[src/rtl/reg_scan_if.sv]
// Handshake bundle between the register-scan sequencer, the register file read
// ports and the display controller.
interface reg_scan_if;
  logic        tick;
  logic        run_btn;
  logic        step_btn;
  logic [15:0] R;
  logic [15:0] S;
  logic [2:0]  r_adr;
  logic [2:0]  s_adr;
  logic [7:0]  disp_r;
  logic [7:0]  disp_s;
  logic        running;
  logic        wrap;

  modport master (
    output tick, run_btn, step_btn, R, S,
    input  r_adr, s_adr, disp_r, disp_s, running, wrap
  );

  modport slave (
    input  tick, run_btn, step_btn, R, S,
    output r_adr, s_adr, disp_r, disp_s, running, wrap
  );
endinterface

[src/rtl/reg_scan_sequencer.sv]
// Steps the register file read ports through adjacent register pairs and latches
// their low bytes for display, with run/pause toggle and single-step control.
module reg_scan_sequencer #(
  parameter int unsigned HOLD_TICKS = 500
) (
  input logic       clk,
  input logic       reset,
  reg_scan_if.slave bus
);
  typedef enum logic {PAUSED = 1'b0, RUNNING = 1'b1} state_t;

  localparam logic [15:0] CNT_LAST = 16'(HOLD_TICKS - 1);

  state_t      state;
  logic        run_q;
  logic        step_q;
  logic        cap_pending;
  logic        wrap;
  logic [15:0] cnt;
  logic [2:0]  r_adr;
  logic [2:0]  s_adr;
  logic [7:0]  disp_r;
  logic [7:0]  disp_s;

  logic run_edge;
  logic step_edge;
  logic dwell_done;
  logic advance;
  logic unused_hi;

  assign run_edge   = bus.run_btn & ~run_q;
  assign step_edge  = bus.step_btn & ~step_q;
  assign dwell_done = (state == RUNNING) && bus.tick && (cnt == CNT_LAST);
  // A run toggle always wins: it suppresses both a step and an expiring dwell.
  assign advance    = !run_edge && ((state == PAUSED) ? step_edge : dwell_done);
  assign unused_hi  = ^{bus.R[15:8], bus.S[15:8]};

  always_ff @(posedge clk) begin
    if (reset) begin
      state       <= PAUSED;
      run_q       <= 1'b0;
      step_q      <= 1'b0;
      cap_pending <= 1'b1;
      wrap        <= 1'b0;
      cnt         <= '0;
      r_adr       <= 3'd0;
      s_adr       <= 3'd1;
      disp_r      <= '0;
      disp_s      <= '0;
    end else begin
      run_q  <= bus.run_btn;
      step_q <= bus.step_btn;
      wrap   <= advance && (r_adr == 3'd7);

      // Capture one cycle after the address moved so the combinational read has settled.
      if (cap_pending) begin
        disp_r <= bus.R[7:0];
        disp_s <= bus.S[7:0];
      end
      cap_pending <= advance;

      if (advance) begin
        r_adr <= r_adr + 3'd1;
        s_adr <= r_adr + 3'd2;
      end

      if (run_edge) begin
        state <= (state == PAUSED) ? RUNNING : PAUSED;
        cnt   <= '0;
      end else if ((state == RUNNING) && bus.tick) begin
        cnt <= dwell_done ? 16'd0 : cnt + 16'd1;
      end
    end
  end

  assign bus.r_adr   = r_adr;
  assign bus.s_adr   = s_adr;
  assign bus.disp_r  = disp_r;
  assign bus.disp_s  = disp_s;
  assign bus.running = (state == RUNNING);
  assign bus.wrap    = wrap;
endmodule

[src/flat_wrapper.sv]
// flat-port wrapper written by rule: the top's interface ports become plain ports
module reg_scan_sequencer_flat 
#(
  parameter int unsigned HOLD_TICKS = 500
)
  (clk, reset, bus_tick, bus_run_btn, bus_step_btn, bus_R, bus_S, bus_r_adr, bus_s_adr, bus_disp_r, bus_disp_s, bus_running, bus_wrap);
  reg_scan_if bus_i ();
  input logic clk;
  input logic reset;
  input wire logic [$bits(bus_i.tick)-1:0] bus_tick;
  input wire logic [$bits(bus_i.run_btn)-1:0] bus_run_btn;
  input wire logic [$bits(bus_i.step_btn)-1:0] bus_step_btn;
  input wire logic [$bits(bus_i.R)-1:0] bus_R;
  input wire logic [$bits(bus_i.S)-1:0] bus_S;
  output wire logic [$bits(bus_i.r_adr)-1:0] bus_r_adr;
  output wire logic [$bits(bus_i.s_adr)-1:0] bus_s_adr;
  output wire logic [$bits(bus_i.disp_r)-1:0] bus_disp_r;
  output wire logic [$bits(bus_i.disp_s)-1:0] bus_disp_s;
  output wire logic [$bits(bus_i.running)-1:0] bus_running;
  output wire logic [$bits(bus_i.wrap)-1:0] bus_wrap;
  assign bus_i.tick = bus_tick;
  assign bus_i.run_btn = bus_run_btn;
  assign bus_i.step_btn = bus_step_btn;
  assign bus_i.R = bus_R;
  assign bus_i.S = bus_S;
  assign bus_r_adr = bus_i.r_adr;
  assign bus_s_adr = bus_i.s_adr;
  assign bus_disp_r = bus_i.disp_r;
  assign bus_disp_s = bus_i.disp_s;
  assign bus_running = bus_i.running;
  assign bus_wrap = bus_i.wrap;
  reg_scan_sequencer #(.HOLD_TICKS(HOLD_TICKS)) u_core (.clk(clk), .reset(reset), .bus(bus_i));
endmodule
[config.mk]
export PLATFORM = sky130hd
export DESIGN_NAME = reg_scan_sequencer_flat
export DESIGN_NICKNAME = d
export VERILOG_FILES = /design/src/rtl/reg_scan_if.sv /design/src/rtl/reg_scan_sequencer.sv /design/src/flat_wrapper.sv
export SDC_FILE = /design/constraint.sdc
export NUM_CORES = 1
export LEC_CHECK = 0
export BUFFER_PORTS_ARGS = -buffer_cell sky130_fd_sc_hd__buf_4
export CAP_MARGIN = 15
export CORE_ASPECT_RATIO = 0.7
export CORE_MARGIN = 5
export CORE_UTILIZATION = 49
export DETAILED_ROUTE_END_ITERATION = 10
export HOLD_SLACK_MARGIN = 0.02
export MAX_ROUTING_LAYER = met4
export PLACE_DENSITY_LB_ADDON = 0.1
export SYNTH_ARGS = -nofsm -noshare
export SYNTH_HDL_FRONTEND = slang
export SYNTH_SLANG_ARGS = --single-unit
export TNS_END_PERCENT = 1
[constraint.sdc]
create_clock -name clk -period 2.6 [get_ports clk]
set_input_delay 0.26 -clock clk [delete_from_list [all_inputs] [get_ports clk]]
set_output_delay 0.26 -clock clk [all_outputs]
set_load 0.05 [all_outputs]
Word level (Yosys, flattened, before mapping)
Index checks and enable logic that the tools add are counted.
- memories: 0
- input port bits: 37
- bits in latches: 0
- ROM bits: 0
- output and inout port bits: 24
- flip-flop bits (word level): 43
- bits in writable memories: 0
- logic and storage cells: 28
- mux-type cells: 3
- $mul: 0
- $add $sub $neg: 3
- divide/modulo/power cells: 0
- shifts and indexed selects: 0
- reductions and logical operators: 6
- equality and inequality tests: 2
- bitwise operators: 4
- order comparisons: 0
- operators by type and width (cell ; count):
    $add 16x1->16 const B ; 1
    $eq 16x9->1 const B ; 1
    $mux 16 ; 1
    $logic_and 1x1->1 ; 4
    $add 3x1->3 const B ; 1
    $add 3x2->3 const B ; 1
    $eq 3x3->1 const B ; 1
    $and 1x1->1 ; 2
    $mux 1 ; 2
    $not 1->1 ; 2
    $reduce_or 2->1 ; 1
    $logic_not 1->1 ; 1

Longest topological paths before layout
Gate-level depths: netlist of the first run.
- depth in word-level cells: 5
- gate-level depth with buffers: 6
- gate-level depth less buffers: 5

Worst setup path after synthesis of the first run
No wires, ideal clock.
- kind: flip-flop to flip-flop
- start point: reg u_core.state (netlist: u_core.bus.running)
- end point: reg u_core.s_adr[1] (netlist: u_core.bus.s_adr[1])
- required time: 2.477 ns
- path buffers: 0
- library setup time: 0.123 ns
- data arrival time: 1.778 ns
- setup slack: 0.699 ns
- clock period less this slack: 1.901 ns
- stages on the path, launching flop included: 5
- path through: dfxtp_1 and2_1 nand4_2 o31ai_4 mux2_1
- cells in the longest elaborated chain, start to end: 4
- ends and longest elaborated chain (element ; RTL line ; RTL):
    from (decl) ; reg_scan_sequencer.sv:14 ; state_t state;
    from (signal assigned) ; reg_scan_sequencer.sv:68 ; state <= (state == PAUSED) ? RUNNING : PAUSED;
    $logic_and 1x1->1 (2 in a row) ; reg_scan_sequencer.sv:33 ; assign dwell_done = (state == RUNNING) && bus.tick && (cnt == CNT_LAST);
    $mux 1 (*) ; reg_scan_sequencer.sv:35 ; assign advance = !run_edge && ((state == PAUSED) ? step_edge : dwell_done);
    $logic_and 1x1->1 (*) ; reg_scan_sequencer.sv:35 ;
    to (signal assigned) ; reg_scan_sequencer.sv:64 ; s_adr <= r_adr + 3'd2;
    to (decl) ; reg_scan_sequencer.sv:21 ; logic [2:0] s_adr;
Mark *: on every way between the ends. The rest lies on a longest branch, timed or not.
A chain may end at the register's enable or synchronous reset.

Worst setup path after layout of the first run
- start point: reg u_core.cnt[0]
- end point: reg u_core.cnt[12]
- cells in the longest elaborated chain, start to end: 3
- elaborated cells on any way between the ends: 4
- those cells by class: 1 x add/sub; 1 x eq/ne; 1 x mux; 1 x reduce/logical
- ends and longest elaborated chain (element ; RTL line ; RTL):
    from (decl) ; reg_scan_sequencer.sv:19 ; logic [15:0] cnt;
    from (signal assigned) ; reg_scan_sequencer.sv:71 ; cnt <= dwell_done ? 16'd0 : cnt + 16'd1;
    parallel branches: the longest is 2 deep, another holds $add 16x1->16 ; n/a ;
    $mux 16 (*) ; reg_scan_sequencer.sv:71 ;
Every way passes the cells marked *.

==> metrics.txt, run 1 <==
status=completed; first-pass GRT wire length=6368 microns; CTS Buf Count=5; Tcrit/Tclk final=83.08%; initial antenna violation count=0; pin count of the biggest net entering global routing=36; Post-CTS Setup Bufs=0; H-tree depth=2; Die ar.=between 5000 and 6000 sq um; DRT Pass-1 Iters=4; Pint=0.001019 W; layout cells sized above 1=26.72%; Post-synth EDFFs=0; clk buf depth=2; Syn-to-layout area delta=24.43%; max_slew headroom=between 40% and 50%; Post-synth ARST share=0%; crit path launch type=flop; Worst Setup EP=u_core.cnt[12]; met3 WL=214 microns; Starting Density=51.78%; metal2 WL=1921 microns; FF-to-FF path depth=6; Reg-to-Reg End=u_core.cnt[12]; Final #Nets=between 200 and 300; sequential share of power=51.4%; placed cells=274; min Tclk post-route=about 2.2 ns; Arr. time, crit path=~2.3 ns; Psw=approximately 0.00037 W; Yosys warnings=0; unrepaired setup endpoints after global routing=false; Seq/Total Area, Yosys=46.42%; Metal-1 WL=1717 microns; Leak=between 0.9 and 1 nW; Synth Area per Inst=slightly below 10 sq um; min-delay worst type=primary input to flop; Hold Buf Count CTS=0; vias per inst=just over 5; Slew @ Worst Pin=0.8955 ns; Synth cell types=39; clock share of power=32.0%; final clock skew=roughly 0.0017 ns; crit path from=u_core.cnt[0]; combinational power share=16.6%; max frequency=462.9 MHz; DRC violations left=0; total overflow reported by the global router=0; Top FF cell, synth=dfxtp_1; IR drop worst, VDD=346.5 uV; Hold Violations, Final=0; FP Rows=18; highest routed metal layer=met4; routed wire length=3865 microns; CP Max Fanout=8; most frequent cells in the layout=buf_4 (45), dfxtp_1 (43), nor2_1 (31), mux2i_1 (21), nand2_1 (10); clock root buffer=clkbuf_8; PwrDens=600.4 nW/um^2; CORE AREA=between 3000 and 4000 sq um; Syn Inst Count=189; Die Wd=83.53 microns; Detailed Place HPWL=2983 microns; GRT Resource Usage Total=15.91%; max-cap violation count=0; Synth Register Bits=43; final instance count without filler cells=282; Synth Cell Area=1854 sq um; drt initial violations=between 70 and 80; Antenna Nets Post-Route=0; Final Setup Violations=0; via count=1,454; CTS tree=built; RD Place Congestion=approximately 0.80; DR WL/cell=13.71 microns; Critical Path Sink Type=flop; WP data required=2.77 ns; flop2flop setup slack=0.44 ns; Crit Path Category=flop to flop; hold depth=2; Die Ht=approximately 60 microns; Hold Startpoint=bus_run_btn; Reg clk slew, reported paths=about 0.070 ns; I/O pins=about 60; Pins Over Slew Limit=0; slowest CP cell=o21ai_1; setup TNS=0 ns; Reg2Reg Launch Point=u_core.cnt[0]; Largest stage delay, worst path=0.49 ns; ANT cells=0; crit path cell chain=ha_1, nor4b_2, nand4_2, o21ai_1, buf_4, a21oi_1; Post-Syn Nets=229; latest clock arrival within the worst-skew pair=0.28 ns; sw frac=26.42%; vias in the first global route=1,435; most common cell after layout, fill and taps aside=buf_4; Buffers on Ports=44; Sink Count=43; post-route cell area=2307 sq um; Resized cells post-CTS=0; Area after DPL=2207 sq um
==> worst min-delay path by stage <==
| stage | end | slack [ns] |
|---|---|---|
| after global routing | u_core.run_q | 0.20 |
| after floorplan | u_core.run_q | 0.39 |
| after detailed placement | u_core.cnt[15] | 0.48 |
| final | u_core.run_q | 0.20 |
| after global placement | u_core.cnt[1] | 0.47 |
| after CTS | u_core.run_q | 0.19 |
==> sequential cells by signal, summed over array words and instances, names as in the netlist <==
| signal | cells |
|---|---|
| u_core.cap_pending | 1 |
| u_core.bus.wrap | 1 |
| u_core.bus.running | 1 |
| u_core.bus.disp_r | 8 |
| u_core.cnt | 16 |
| u_core.bus.s_adr | 3 |
| u_core.run_q | 1 |
| u_core.bus.disp_s | 8 |
| u_core.bus.r_adr | 3 |
| u_core.step_q | 1 |
==> cells by family after synthesis <==
| group | share of synthesized area (%) |
|---|---|
| flip-flops | 46.42 |
| buffers and inverters | 2.766 |
| AND/OR/NAND/NOR | 23.95 |
| XOR/XNOR | 4.724 |
| multiplexers | 13.56 |
| adder cells (fa/ha/maj) | 2.025 |
| AO/OA/AOI/OAI | 6.545 |
==> routing by layer <==
metal,global-route usage [%],vias to the layer above
met4,4.128,0
met1,18.64,685
met3,5.749,2
met5,-,-
li1,-,733
met2,26.60,34
==> critical path, delay by kind of cell, from the launching register on <==
kind / cells / cell delay, ns
flops: 1 / 0.38
buf+inv: 1 / 0.25
fa+ha+maj: 1 / 0.30
compound gates: 2 / 0.54
simple gates: 2 / 0.57
==> through the flow <==
| step | power [W] | util, % | hold WS (ns) | setup WS, ns |
|---|---|---|---|---|
| 3_3_place_gp | 0.0009522 | 61.64 | 0.4668 | 0.5959 |
| 4_1_cts | 0.001403 | 64.43 | 0.1932 | 0.5170 |
| 5_1_grt | 0.001450 | 64.43 | 0.2028 | 0.3472 |
| 2_1_floorplan | 0.0008827 | - | 0.3882 | 0.6989 |
| 3_5_place_dp | 0.0009595 | 61.64 | 0.4806 | 0.5209 |
| 6_report | 0.001385 | 64.43 | 0.1989 | 0.4399 |
==> cell type report <==
class	instances	area, sq um
well taps	50	62.56
inverters	1	3.754
clock buffers	8	100.1
multi-input cells	135	942.2
flip-flops and latches	43	860.8
repair buffers	45	337.8
fillers	288	1274
==> Yosys cell counts, types with 2 or more instances <==
cell type	n	area share [%]
dfxtp_1	43	46
nor2b_1	6	2.0
nor3_1	4	1.1
o31ai_1	3	1.2
xor2_1	8	3.8
ha_1	3	2.0
or3_1	2	0.67
o21ai_0	4	1.1
xnor2_1	2	0.94
mux2_4	2	1.6
mux2i_1	21	11
and2_1	3	1.0
buf_2	2	0.54
nand4_1	3	1.0
nor2_1	31	6.3
and4_1	2	0.94
nand2b_1	5	1.7
nand3_1	6	1.6
nand2_1	10	2.0
clkbuf_1	6	1.2
or4_1	2	0.81
a21oi_1	4	1.1
==> power groups by stage <==
stage               Clock [W]  Combinational (W)  Sequential [W]
global placement            0           0.000226        0.000726
floorplan                   0          0.0000818        0.000801
global route         0.000490           0.000244        0.000717
finish               0.000443           0.000230        0.000713
CTS                  0.000459           0.000232        0.000713
detailed placement          0           0.000232        0.000728
Power figures use the tool's default switching activity.
==> run 2, diff against run 1 <==
CORE_UTILIZATION = 45   (was 49)
clock period = 1.8 ns   (was 2.6 ns; I/O delays follow)
==> run 2 against run 1 <==
  * Power grew 62%
  * Critical path depth shrank 2
  * Clock skew grew 0.0015 ns
  * Core utilization shrank 3.7 points
  * Cell area grew 3.9%
  * Clock power grew 97%
  * Non-clock buffer count grew 6
  * Largest cell class unchanged
  * Largest power group unchanged
==> metrics.txt, run 2 (synthesis results as in run 1) <==
status=completed; flop2flop setup slack=0.1 ns; Top delay family on crit path=simple AND/OR/NAND/NOR gates; Buffers on Ports=44; Slew @ Worst Pin=between 0.3 and 0.4 ns; routed wire length=between 3000 and 4000 microns; Largest stage delay, worst path=0.41 ns; clk buf depth=2; hold depth=2; I/O pins=61; buffers and inverters on the worst path=0; min-delay worst type=primary input to flop; pin count of the biggest net entering global routing=36; Sink Count=43; latest clock arrival within the worst-skew pair=0.29 ns; final clock skew=~0.0032 ns; layout cells sized above 1=28.99%; Fillers=~350; Final Setup Violations=0; PwrDens=933.3 nW/um^2; CTS Buf Count=5; Resized cells post-CTS=0; FF-to-FF path depth=4; unrepaired setup endpoints after global routing=false; slowest CP cell=dfxtp_1; CP Max Fanout=6; DRC violations left=0; Critical Path Sink Type=flop; Detailed Place HPWL=2887 microns; Reg-to-Reg End=u_core.bus.s_adr[2]; vias in the first global route=1,434; Die Ht=63.71 microns; Final #Nets=277; WP data required=1.98 ns; crit path launch type=flop; number of flip-flops in the largest register=16; post-route cell area=roughly 2400 sq um; Tcrit/Tclk final=94.46%; max frequency=588.1 MHz; area of the multi-input gates=950.9 sq um; initial antenna violation count=0; Pins Over Slew Limit=0; Largest regs=u_core.cnt x16, u_core.bus.disp_r x8, u_core.bus.disp_s x8; register with the most flip-flops=u_core.cnt; clock root buffer=clkbuf_8; RD Place Congestion=0.8011; CORE AREA=3946 sq um; GRT Resource Usage Total=15.27%; Die Wd=between 80 and 90 microns; Die ar.=5525 sq um; most common cell after layout, fill and taps aside=buf_4; first-pass GRT wire length=between 6000 and 7000 microns; drt initial violations=70; DR WL/cell=13.44 microns; hold worst-path end=u_core.run_q; IR drop worst, VDD=around 660 uV; Arr. time, crit path=1.88 ns; Hold Buf Count CTS=0; Crit Path Category=flop to flop; Leak=1.033 nW; Hold Startpoint=bus_run_btn; Sequential Area=about 860 sq um; max_slew headroom=approximately 78%; Starting Density=a little under half; CTS tree=built; Reg2Reg Launch Point=u_core.cnt[5]; most frequent cells in the layout=buf_4 (51), dfxtp_1 (42), nor2_1 (31), mux2i_1 (21), nand2_1 (10); DRT Pass-1 Iters=4; H-tree depth=2; Reg clk slew, reported paths=about 0.08 ns; max-cap violation count=0; total overflow reported by the global router=0; setup TNS=0 ns; Post-CTS Setup Bufs=0; min Tclk post-route=1.700 ns; ANT cells=0; Antenna Nets Post-Route=0; via count=approximately 1,500; crit path cell chain=and4_4, nand2_1, o31a_4, mux2_4; Area after DPL=2256 sq um; FP Rows=19; vias per inst=5.034; Syn-to-layout area delta=29.28%; Hold Violations, Final=0
## run 2: cell types whose count changed in the layout (fill, tap and decap cells not counted), sizes merged
cell,before,now
bufinv,0,2
buf,45,51
clkbuf,8,6
## run 2: cell type report
type	count	share of cell area [%]
Multi-Input combinational cell	135	39.67
Inverter	1	0.1566
Sequential cell	43	35.96
Tap cell	52	2.714
Clock buffer	6	3.027
Timing Repair Buffer	51	15.97
Clock inverter	2	2.505
## run 2: worst max-delay path by stage
stage / start / endpoint / cells after the start
2_1_floorplan: u_core.cnt[0] / u_core.bus.s_adr[1] / 5
3_3_place_gp: u_core.cnt[0] / u_core.bus.r_adr[0] / 5
3_5_place_dp: u_core.cnt[0] / u_core.bus.s_adr[2] / 5
4_1_cts: u_core.cnt[0] / u_core.bus.s_adr[2] / 5
5_1_grt: u_core.cnt[0] / u_core.bus.r_adr[0] / 5
6_report: u_core.cnt[5] / u_core.bus.s_adr[2] / 4
## run 2: power by group
part	leakage, nW	internal [W]	switching, W	total [W]
registers	0.352	0.000992	0.0000250	0.00102
logic	0.615	0.000136	0.000213	0.000349
clock network	0.0654	0.000554	0.000317	0.000871
total	1.03	0.00168	0.000555	0.00224
## run 2: worst register-to-register path: stages, from the launching register on
cell     delay (ns)
dfxtp_1        0.41
and4_4         0.28
nand2_1        0.19
o31a_4         0.42
mux2_4         0.30
## run 2: stage by stage
stage	hold WS (ns)	total power, W	setup slack, ns	util (%)	instances
after floorplan	0.3082	0.001276	0.02671	-	189
after global placement	0.3984	0.001384	0.1005	57.17	282
after detailed placement	0.4084	0.001392	0.09495	57.17	282
after CTS	0.1112	0.002260	0.08045	60.53	290
after global routing	0.09965	0.002336	0.03805	60.75	290
final	0.1131	0.002237	0.09967	60.75	290
## run 2: layer usage
| metal | vias up | global-route usage, % | share of wire (%) |
|---|---|---|---|
| li1 | 745 | - | - |
| met1 | 670 | 18.17 | 45 |
| met2 | 41 | 24.43 | 46 |
| met3 | 4 | 5.208 | 8.3 |
| met4 | 0 | 4.475 | 0.62 |
| met5 | - | - | 0 |
==> run 3, diff against run 2 <==
PLACE_DENSITY_LB_ADDON = 0.05   (was 0.1)
SLEW_MARGIN = 15   (was default)
==> run 3 against run 2 <==
  * Sequential share of layout area up 0.24 points
  * Global-route usage up 0.24 points
  * Routed wire length up 1.6%
  * Critical path depth up 1
  * Die area unchanged
  * Worst setup slack better by 0.016 ns
  * Worst hold slack worse by 0.0041 ns
  * Clock power down 12%
  * Maximum frequency up 0.93%
  * Non-clock buffer count unchanged
  * Clock-buffer cell count unchanged
==> metrics.txt, run 3 (synthesis results as in run 1) <==
Reg clk slew, reported paths=0.08 ns; Die Ht=between 60 and 70 microns; M1 GR Usage=a little under a fifth; unrepaired setup endpoints after global routing=false; most common cell after layout, fill and taps aside=buf_4; latest clock arrival within the worst-skew pair=between 0.2 and 0.3 ns; Largest regs=u_core.cnt x16, u_core.bus.disp_r x8, u_core.bus.disp_s x8; PwrDens=893.7 nW/um^2; max-cap violation count=0; vias per inst=4.962; Fillers=346; Final Setup Violations=0; crit path cell chain=ha_1, nor4b_4, nand4_2, o31a_4, mux2_4; DR WL/cell=13.66 microns; Sink Count=43; DRT Pass-1 Iters=4; Crit Path Category=flop to flop; DRC violations left=0; first-pass GRT wire length=6672 microns; Tcrit/Tclk final=93.59%; layout cells sized above 1=30.25%; Final #Nets=between 200 and 300; Pins Over Slew Limit=0; routed wire length=3961 microns; Largest stage delay, worst path=0.36 ns; most frequent cells in the layout=buf_4 (50), dfxtp_1 (40), nor2_1 (31), mux2i_1 (21), nand2_1 (10); Antenna Nets Post-Route=0; ANT cells=0; total overflow reported by the global router=0; IR drop worst, VDD=between 700 and 800 uV; initial antenna violation count=0; number of flip-flops in the largest register=16; flop2flop setup slack=0.12 ns; clock root buffer=clkbuf_8; clk buf depth=2; H-tree depth=2; Hold Buf Count CTS=0; Final WS setup=about 0.12 ns; RD Place Congestion=0.8574; CTS Buf Count=5; met3 usage=~5.2%; Hold Violations, Final=0; vias in the first global route=1,444; FP Rows=19; area of the multi-input gates=950.9 sq um; pin count of the biggest net entering global routing=36; Starting Density=between 40% and 50%; Critical Path Sink Type=flop; CP Max Fanout=4; min-delay worst type=primary input to flop; final clock skew=about 0.0031 ns; M2 GR Usage=a little under a quarter; Leak=~1.0 nW; crit path launch type=flop; Buffers on Ports=44; status=completed; drt initial violations=61; setup TNS=0 ns; Die Wd=between 80 and 90 microns; Arr. time, crit path=1.87 ns; CTS tree=built; buffers and inverters on the worst path=0; Top delay family on crit path=simple AND/OR/NAND/NOR gates; Sequential Area=roughly 860 sq um; I/O pins=approximately 60; WP data required=roughly 2 ns; Syn-to-layout area delta=28.81%; max_slew headroom=78.18%; GRT busiest layer=met2; Setup WS pre-CTS=0.03971 ns; GRT Resource Usage Total=15.50%; max frequency=593.6 MHz; Design Power=0.002135 W; slowest CP cell=dfxtp_2; CORE AREA=3946 sq um; register with the most flip-flops=u_core.cnt; Post-CTS Setup Bufs=0; Detailed Place HPWL=between 2000 and 3000 microns; Die ar.=5525 sq um; Slew @ Worst Pin=about 0.33 ns; via count=approximately 1,400; min Tclk post-route=between 1.5 and 2 ns
[run 3: changes by cell type in the layout (fill, tap and decap cells not counted), sizes merged]
cell    change
bufinv      -1
clkinv      +1
[run 3: final cells by class]
cell class / count / share of cell area (%)
clock buffer: 6 / 3.457
clock inverter: 2 / 1.467
inverter: 1 / 0.1572
multi-input combinational: 135 / 39.81
sequential: 43 / 36.20
tap: 52 / 2.724
timing repair buffer: 51 / 16.19
[run 3: layer usage]
metal  vias up  wire (microns)
li1        746               -
met1       646            1819
met2        40            1798
met3         7             297
met4         0              46
met5         -               0
[run 3: path summary, 6_finish.rpt]
path | from | end | cells after the start
hold reg to reg | u_core.cnt[0] | u_core.cnt[0] | 1
setup / recovery | u_core.cnt[0] | u_core.bus.r_adr[0] | 5
setup reg to reg | u_core.cnt[0] | u_core.bus.r_adr[0] | 5
hold / removal | bus_step_btn | u_core.step_q | 2
[run 3: timing repair]
| action | 4_1_cts | 5_1_grt |
|---|---|---|
| gates resized for setup | 0 | 4 |
| setup endpoints to repair | 0 | 19 |
| endpoints found under the hold margin | 0 | 0 |
[run 3: report_power, final]
group	switching [W]	internal [W]	total, W
Clock	0.000316	0.000449	0.000765
Combinational	0.000216	0.000137	0.000353
Sequential	0.0000253	0.000992	0.00102
Total	0.000557	0.00158	0.00213
[run 3: through the flow]
step | instance area, sq um | cells | hold slack (ns) | util (%)
after floorplan | 1856 | 189 | 0.3082 | -
after CTS | 2374 | 290 | 0.1063 | 60.15
final | 2389 | 290 | 0.1090 | 60.53
after global routing | 2389 | 290 | 0.1132 | 60.53
after detailed placement | 2256 | 282 | 0.4119 | 57.17
after global placement | 2256 | 282 | 0.3988 | 57.17
